==> src/rtl/output_drain_o.sv <==
// Drains the RAM_O banks column-major onto a valid/ready stream.
// A 2-entry fall-through FIFO plus a read credit check absorbs stream backpressure.
module output_drain_o #(
    parameter int RAM_O_SIZE     = 1 << 8,
    parameter int ARRAY_M        = 8,
    parameter int DATA_WIDTH     = 32,
    parameter int ADDR_WIDTH     = $clog2(RAM_O_SIZE),
    parameter int ADDR_SET_WIDTH = ADDR_WIDTH * ARRAY_M,
    parameter int DATA_SET_WIDTH = DATA_WIDTH * ARRAY_M
) (
    input  logic                      clk,
    input  logic                      reset,
    input  logic                      start,
    input  logic [$clog2(ARRAY_M):0]  num_cols,
    input  logic [ADDR_WIDTH:0]       num_rows,
    input  logic [ADDR_WIDTH-1:0]     base_addr,
    output logic [ADDR_SET_WIDTH-1:0] rd_addr_set,
    output logic [ARRAY_M-1:0]        rd_enable_set,
    input  logic [DATA_SET_WIDTH-1:0] rd_data_set,
    output logic [DATA_WIDTH-1:0]     m_data,
    output logic                      m_valid,
    input  logic                      m_ready,
    output logic                      m_last,
    output logic                      busy,
    output logic                      done
);
    localparam int CW = $clog2(ARRAY_M) + 1;
    localparam int RW = ADDR_WIDTH + 1;
    localparam int LW = $clog2(ARRAY_M);

    typedef enum logic [1:0] {IDLE, RUN, FLUSH, DONE} state_t;

    state_t                 state, state_nxt;
    logic [CW-1:0]          cols_q, col, cols_clamp;
    logic [RW-1:0]          rows_q, row;
    logic [ADDR_WIDTH-1:0]  base_q, rd_addr;
    logic                   inflight, last_d;
    logic [LW-1:0]          col_d;
    logic [1:0][DATA_WIDTH-1:0] mem;
    logic [1:0]             tag;
    logic                   wr_ptr, rd_ptr;
    logic [1:0]             count;
    logic [2:0]             occ;
    logic                   pop, push, issue, last_issue;

    assign cols_clamp = (num_cols > CW'(ARRAY_M)) ? CW'(ARRAY_M) : num_cols;

    assign m_valid = (count != 2'd0);
    assign m_data  = m_valid ? mem[rd_ptr] : '0;
    assign m_last  = m_valid & tag[rd_ptr];
    assign pop     = m_valid & m_ready;
    assign push    = inflight;

    // Credit: words held plus the word in flight, less the one leaving now.
    assign occ        = {1'b0, count} + {2'b0, inflight} - {2'b0, pop};
    assign issue      = (state == RUN) && (occ < 3'd2);
    assign last_issue = issue && (col == cols_q - CW'(1)) && (row == rows_q - RW'(1));

    assign rd_addr       = base_q + row[ADDR_WIDTH-1:0];
    assign rd_enable_set = issue ? (ARRAY_M'(1) << col) : '0;

    generate
        for (genvar m = 0; m < ARRAY_M; m++) begin : g_addr
            assign rd_addr_set[ADDR_WIDTH*m +: ADDR_WIDTH] = issue ? rd_addr : '0;
        end
    endgenerate

    assign busy = (state != IDLE);
    assign done = (state == DONE);

    always_comb begin
        state_nxt = state;
        case (state)
            IDLE:  if (start) state_nxt = (cols_clamp == '0 || num_rows == '0) ? DONE : RUN;
            RUN:   if (last_issue) state_nxt = FLUSH;
            // Leave once the final word is being popped and nothing is still returning.
            FLUSH: if (!inflight && count == {1'b0, pop}) state_nxt = DONE;
            DONE:  state_nxt = IDLE;
            default: state_nxt = IDLE;
        endcase
    end

    always_ff @(posedge clk) begin
        if (reset) begin
            state    <= IDLE;
            cols_q   <= '0;
            rows_q   <= '0;
            base_q   <= '0;
            col      <= '0;
            row      <= '0;
            inflight <= 1'b0;
            last_d   <= 1'b0;
            col_d    <= '0;
            tag      <= '0;
            wr_ptr   <= 1'b0;
            rd_ptr   <= 1'b0;
            count    <= '0;
        end else begin
            state <= state_nxt;
            if (state == IDLE && start) begin
                cols_q <= cols_clamp;
                rows_q <= num_rows;
                base_q <= base_addr;
                col    <= '0;
                row    <= '0;
            end
            if (issue) begin
                if (row == rows_q - RW'(1)) begin
                    row <= '0;
                    col <= col + CW'(1);
                end else begin
                    row <= row + RW'(1);
                end
            end
            inflight <= issue;
            col_d    <= col[LW-1:0];
            last_d   <= last_issue;
            if (push) begin
                mem[wr_ptr] <= rd_data_set[DATA_WIDTH*col_d +: DATA_WIDTH];
                tag[wr_ptr] <= last_d;
                wr_ptr      <= ~wr_ptr;
            end
            if (pop) rd_ptr <= ~rd_ptr;
            count <= count + {1'b0, push} - {1'b0, pop};
        end
    end
endmodule

==> config.mk <==
export PLATFORM = sky130hd
export DESIGN_NAME = output_drain_o
export DESIGN_NICKNAME = d
export VERILOG_FILES = /design/src/rtl/output_drain_o.sv
export SDC_FILE = /design/constraint.sdc
export NUM_CORES = 1
export LEC_CHECK = 0
export ABC_AREA = 1
export CAP_MARGIN = 20
export CORE_ASPECT_RATIO = 0.9
export CORE_UTILIZATION = 35
export DETAILED_ROUTE_END_ITERATION = 10
export PLACE_DENSITY = 0.72
export SYNTH_ARGS = -nofsm -noshare
export SYNTH_HDL_FRONTEND = slang
export SYNTH_SLANG_ARGS = --single-unit
==> constraint.sdc <==
create_clock -name clk -period 3.31 [get_ports clk]
set_input_delay 0.331 -clock clk [delete_from_list [all_inputs] [get_ports clk]]
set_output_delay 0.331 -clock clk [all_outputs]
set_load 0.1 [all_outputs]
==> flow_summary_export.csv <==
group,metric,value,unit
synthesis,yosysWarnings,0,
synthesis,netlist_top_cells_count,"288 x nor2_1, 157 x o21ai_0, 134 x nand2_1",
setup_path,cp_max_fo,8,
routing,wire_per_inst,16.7,µm
synthesis,synth_seq_cells,111,
floorplan,dieArea,22700,µm²
setup_path,critPathRequiredTime,2980,ps
final_layout,drive_gt1_share,14.9,%
hold_path,hold_class,"reg2reg",
place,place_ws,67.6,ps
routing,drt_wl_total,28800,µm
synthesis,synth_top_area_share,24.9,%
setup_path,crit_slowest_cell,"fa_1",
setup_path,r2r_setup_slack,420,ps
synthesis,synth_top_area_cell,"edfxtp_1",
final_layout,nets,1719,
setup_path,crit_buf_inv,8,
power,ir_worst_vdd,0.000316,V
floorplan,placementRows,51,
cts,worstSkewPairLatency,360,ps
synthesis,async_reset_ff_share,0,%
sta,rsz0062_at_grt,"true",
sta,timing.final.crit_share,99.6,%
power,power_density,560,nW/µm²
setup_path,crit_chain,"nor2_4 -> clkinvlp_4 -> nand2_2 -> inv_2 -> ha_4 -> inv_2 -> ha_4 -> fa_1 -> inv_2 -> nand4_4 -> buf_8 -> buf_12 -> nor2_4 -> buf_12 -> buf_12",
setup_path,rr_startpoint,"count[1]",
synthesis,synth_cell_types,35,
final_layout,synthToLayoutAreaGrowth,73.0,%
setup_path,crit_path_end_kind,"output pin",
cts,h-tree-depth,3,
synthesis,netlist_instances,1100,
sta,slew_viol_final,0,
synthesis,syn-cell-area,7720,µm²
routing,detailroute.via_count,8591,
synthesis,synth_flop_cell,"edfxtp_1",
setup_path,arrival,2970,ps
synthesis,synth_area_leaders,"edfxtp_1 25%, nor2_1 14%, dfxtp_1 12%",
place,gp_congestion,0.859,
sta,setup_violations,0,
floorplan,core_area,21600,µm²
setup_path,rr_worst_depth,20,
setup_path,crit_start,"count[1]",
power,finalPower,7.48,mW
cts,clockBufferDepth,2,
global_routing,grt_pass1_wl,41800,µm
sta,setup_ws,12.9,ps
power,p_leak,5.11,nW
routing,initialDrtViolationCount,440,
routing,antenna_left,0,
synthesis,seq_area_frac_synth,37.1,%
cts,root_buffer,"clkbuf_16",
cts,clk_pin_slew,80,ps
floorplan,die-height,143,µm
sta,final.min_clock_period,3300,ps
sta,fmax,303,MHz
synthesis,postSynthAreaPerCell,7.02,µm²
place,io_buffer_count,388,
setup_path,critPathKind,"reg2out",
sta,finalClockSkew,7.46,ps
cts,cts_num_sinks,111,
sta,worst_slew_pin_slew,896,ps
synthesis,yosys.cell_count.top_type,"nor2_1",
setup_path,startpoint_type,"register",
routing,via_per_inst,5.00,
sta,hold_viol_final,0,
floorplan,initial_core_util,35.7,%
synthesis,syn-num-nets,1406,
cts,cts_inserted_buffers,9,
place,dpl.hpwl,22800,µm
floorplan,dieWidth,159,µm
setup_path,critical_path.endpoint,"rd_addr_set[33]",
synthesis,synth_edf_count,64,
sta,slew_headroom,40.3,%
cts,cts_tree,"built",
global_routing,grt_max_degree,105,
setup_path,reg2reg_to,"state[1]",
setup_path,crit_cells,15,
outcome,status,"finished, final reports clean",
setup_path,max_stage_delay,450,ps
routing,drc,0,
global_routing,grt_usage,24.6,%
floorplan,io_pins,389,
global_routing,grt-ovfl-total,0,
routing,firstDrtPassIters,5,
setup_path,critical_path.top_delay_family,"buffers and inverters",
global_routing,antenna_found_initial,8,
global_routing,grt_pass1_vias,7780,
run,maxCapViolCount,0,
[state kept, by name, summed over array words and instances (netlist names)]
register / cells
rows_q: 9
tag: 2
last_d: 1
state: 2
rd_ptr: 1
inflight: 1
base_q: 8
row: 9
col_d: 3
wr_ptr: 1
cols_q: 4
mem: 64
col: 4
count: 2
[worst min path at each step]
stage	start	to	slack, ps	cells past startpoint
after floorplan	tag[1]	tag[1]	440	2
after global placement	tag[1]	tag[1]	460	2
after detailed placement	cols_q[1]	cols_q[1]	460	2
after CTS	cols_q[1]	cols_q[1]	470	2
after global routing	cols_q[1]	cols_q[1]	490	2
final	tag[1]	tag[1]	480	2
[per-layer routing]
layer	global-route usage [%]	part of all wire, %	up-vias
met5	0	0	-
met4	12.2	3.8	0
met3	5.10	6.1	48
met2	41.6	50	329
met1	29.5	40	3935
li1	-	-	4279
[power breakdown]
part / switching (mW) / total, mW / internal, mW
combinational: 2.99 / 4.68 / 1.68
clock: 0.520 / 1.09 / 0.567
sequential: 0.0978 / 1.72 / 1.62
total: 3.61 / 7.48 / 3.87
[layout make-up]
cell class,count,area [µm²]
antenna,9,22.5
clock buffer,10,250
clock inverter,6,46.3
fill,1866,8280
inverter,60,231
multi-input combinational,806,4190
sequential,111,2870
tap,291,364
timing repair buffer,425,5380
[placed cells by master, fill, tap and decap left out, types with 4 or more instances in the layout]
| cell type | netlist | final |
|---|---|---|
| clkbuf_16 | 0 | 10 |
| nor4_4 | 0 | 6 |
| o21ai_2 | 1 | 4 |
| buf_4 | 56 | 28 |
| nor2_1 | 288 | 281 |
| dfxtp_1 | 47 | 43 |
| o21ai_0 | 157 | 154 |
| nor3_1 | 6 | 5 |
| diode_2 | 0 | 9 |
| xor2_1 | 13 | 13 |
| ha_1 | 23 | 21 |
| o22ai_1 | 39 | 39 |
| inv_1 | 55 | 49 |
| nand2_1 | 134 | 132 |
| inv_2 | 2 | 7 |
| a31oi_1 | 32 | 32 |
| edfxtp_1 | 64 | 64 |
| nand3_1 | 20 | 20 |
| nand2_2 | 3 | 5 |
| nor2_4 | 2 | 9 |
| buf_12 | 0 | 110 |
| buf_16 | 0 | 5 |
| a21oi_1 | 61 | 57 |
| clkdlybuf4s50_1 | 0 | 280 |
[stage by stage]
stage	util (%)	std cells	TNS, ps	hold WS, ps	cell area, µm²
floorplan	-	1100	-54570	439	8550
global placement	59.4	1685	0	456	12800
detailed placement	59.4	1685	0	458	12800
CTS	61.2	1705	0	475	13200
global route	61.7	1717	-5030	486	13400
finish	61.7	1718	0	476	13400
[cells by family (layout without fill, tap and decap cells)]
group                      count (synthesis)  in the layout  synth area share [%]
and+or+nand+nor                          471            471                  24.5
AOI/OAI and AO/OA                        293            293                  20.3
buffers and inverters                    183            501                  11.7
DFF                                      111            111                  37.1
adders and majority gates                 25             25                  4.25
xor gates and xnor gates                  17             17                  2.11
other                                      0              9                     0
[timing repair]
action	CTS	global route
hold buffers	0	0
buffers inserted	4	4
pin swaps	2	9
cloned	0	0
endpoints found under the setup margin	40	72
gates resized for setup	14	12
[tightest hold or removal path, delay by kind of cell (launching register included)]
kind               cells  cell delay (ps)
AOI/OAI and AO/OA      1               50
DFF                    1              320
and+or+nand+nor        1               60
(Power assumes the default switching activity.)
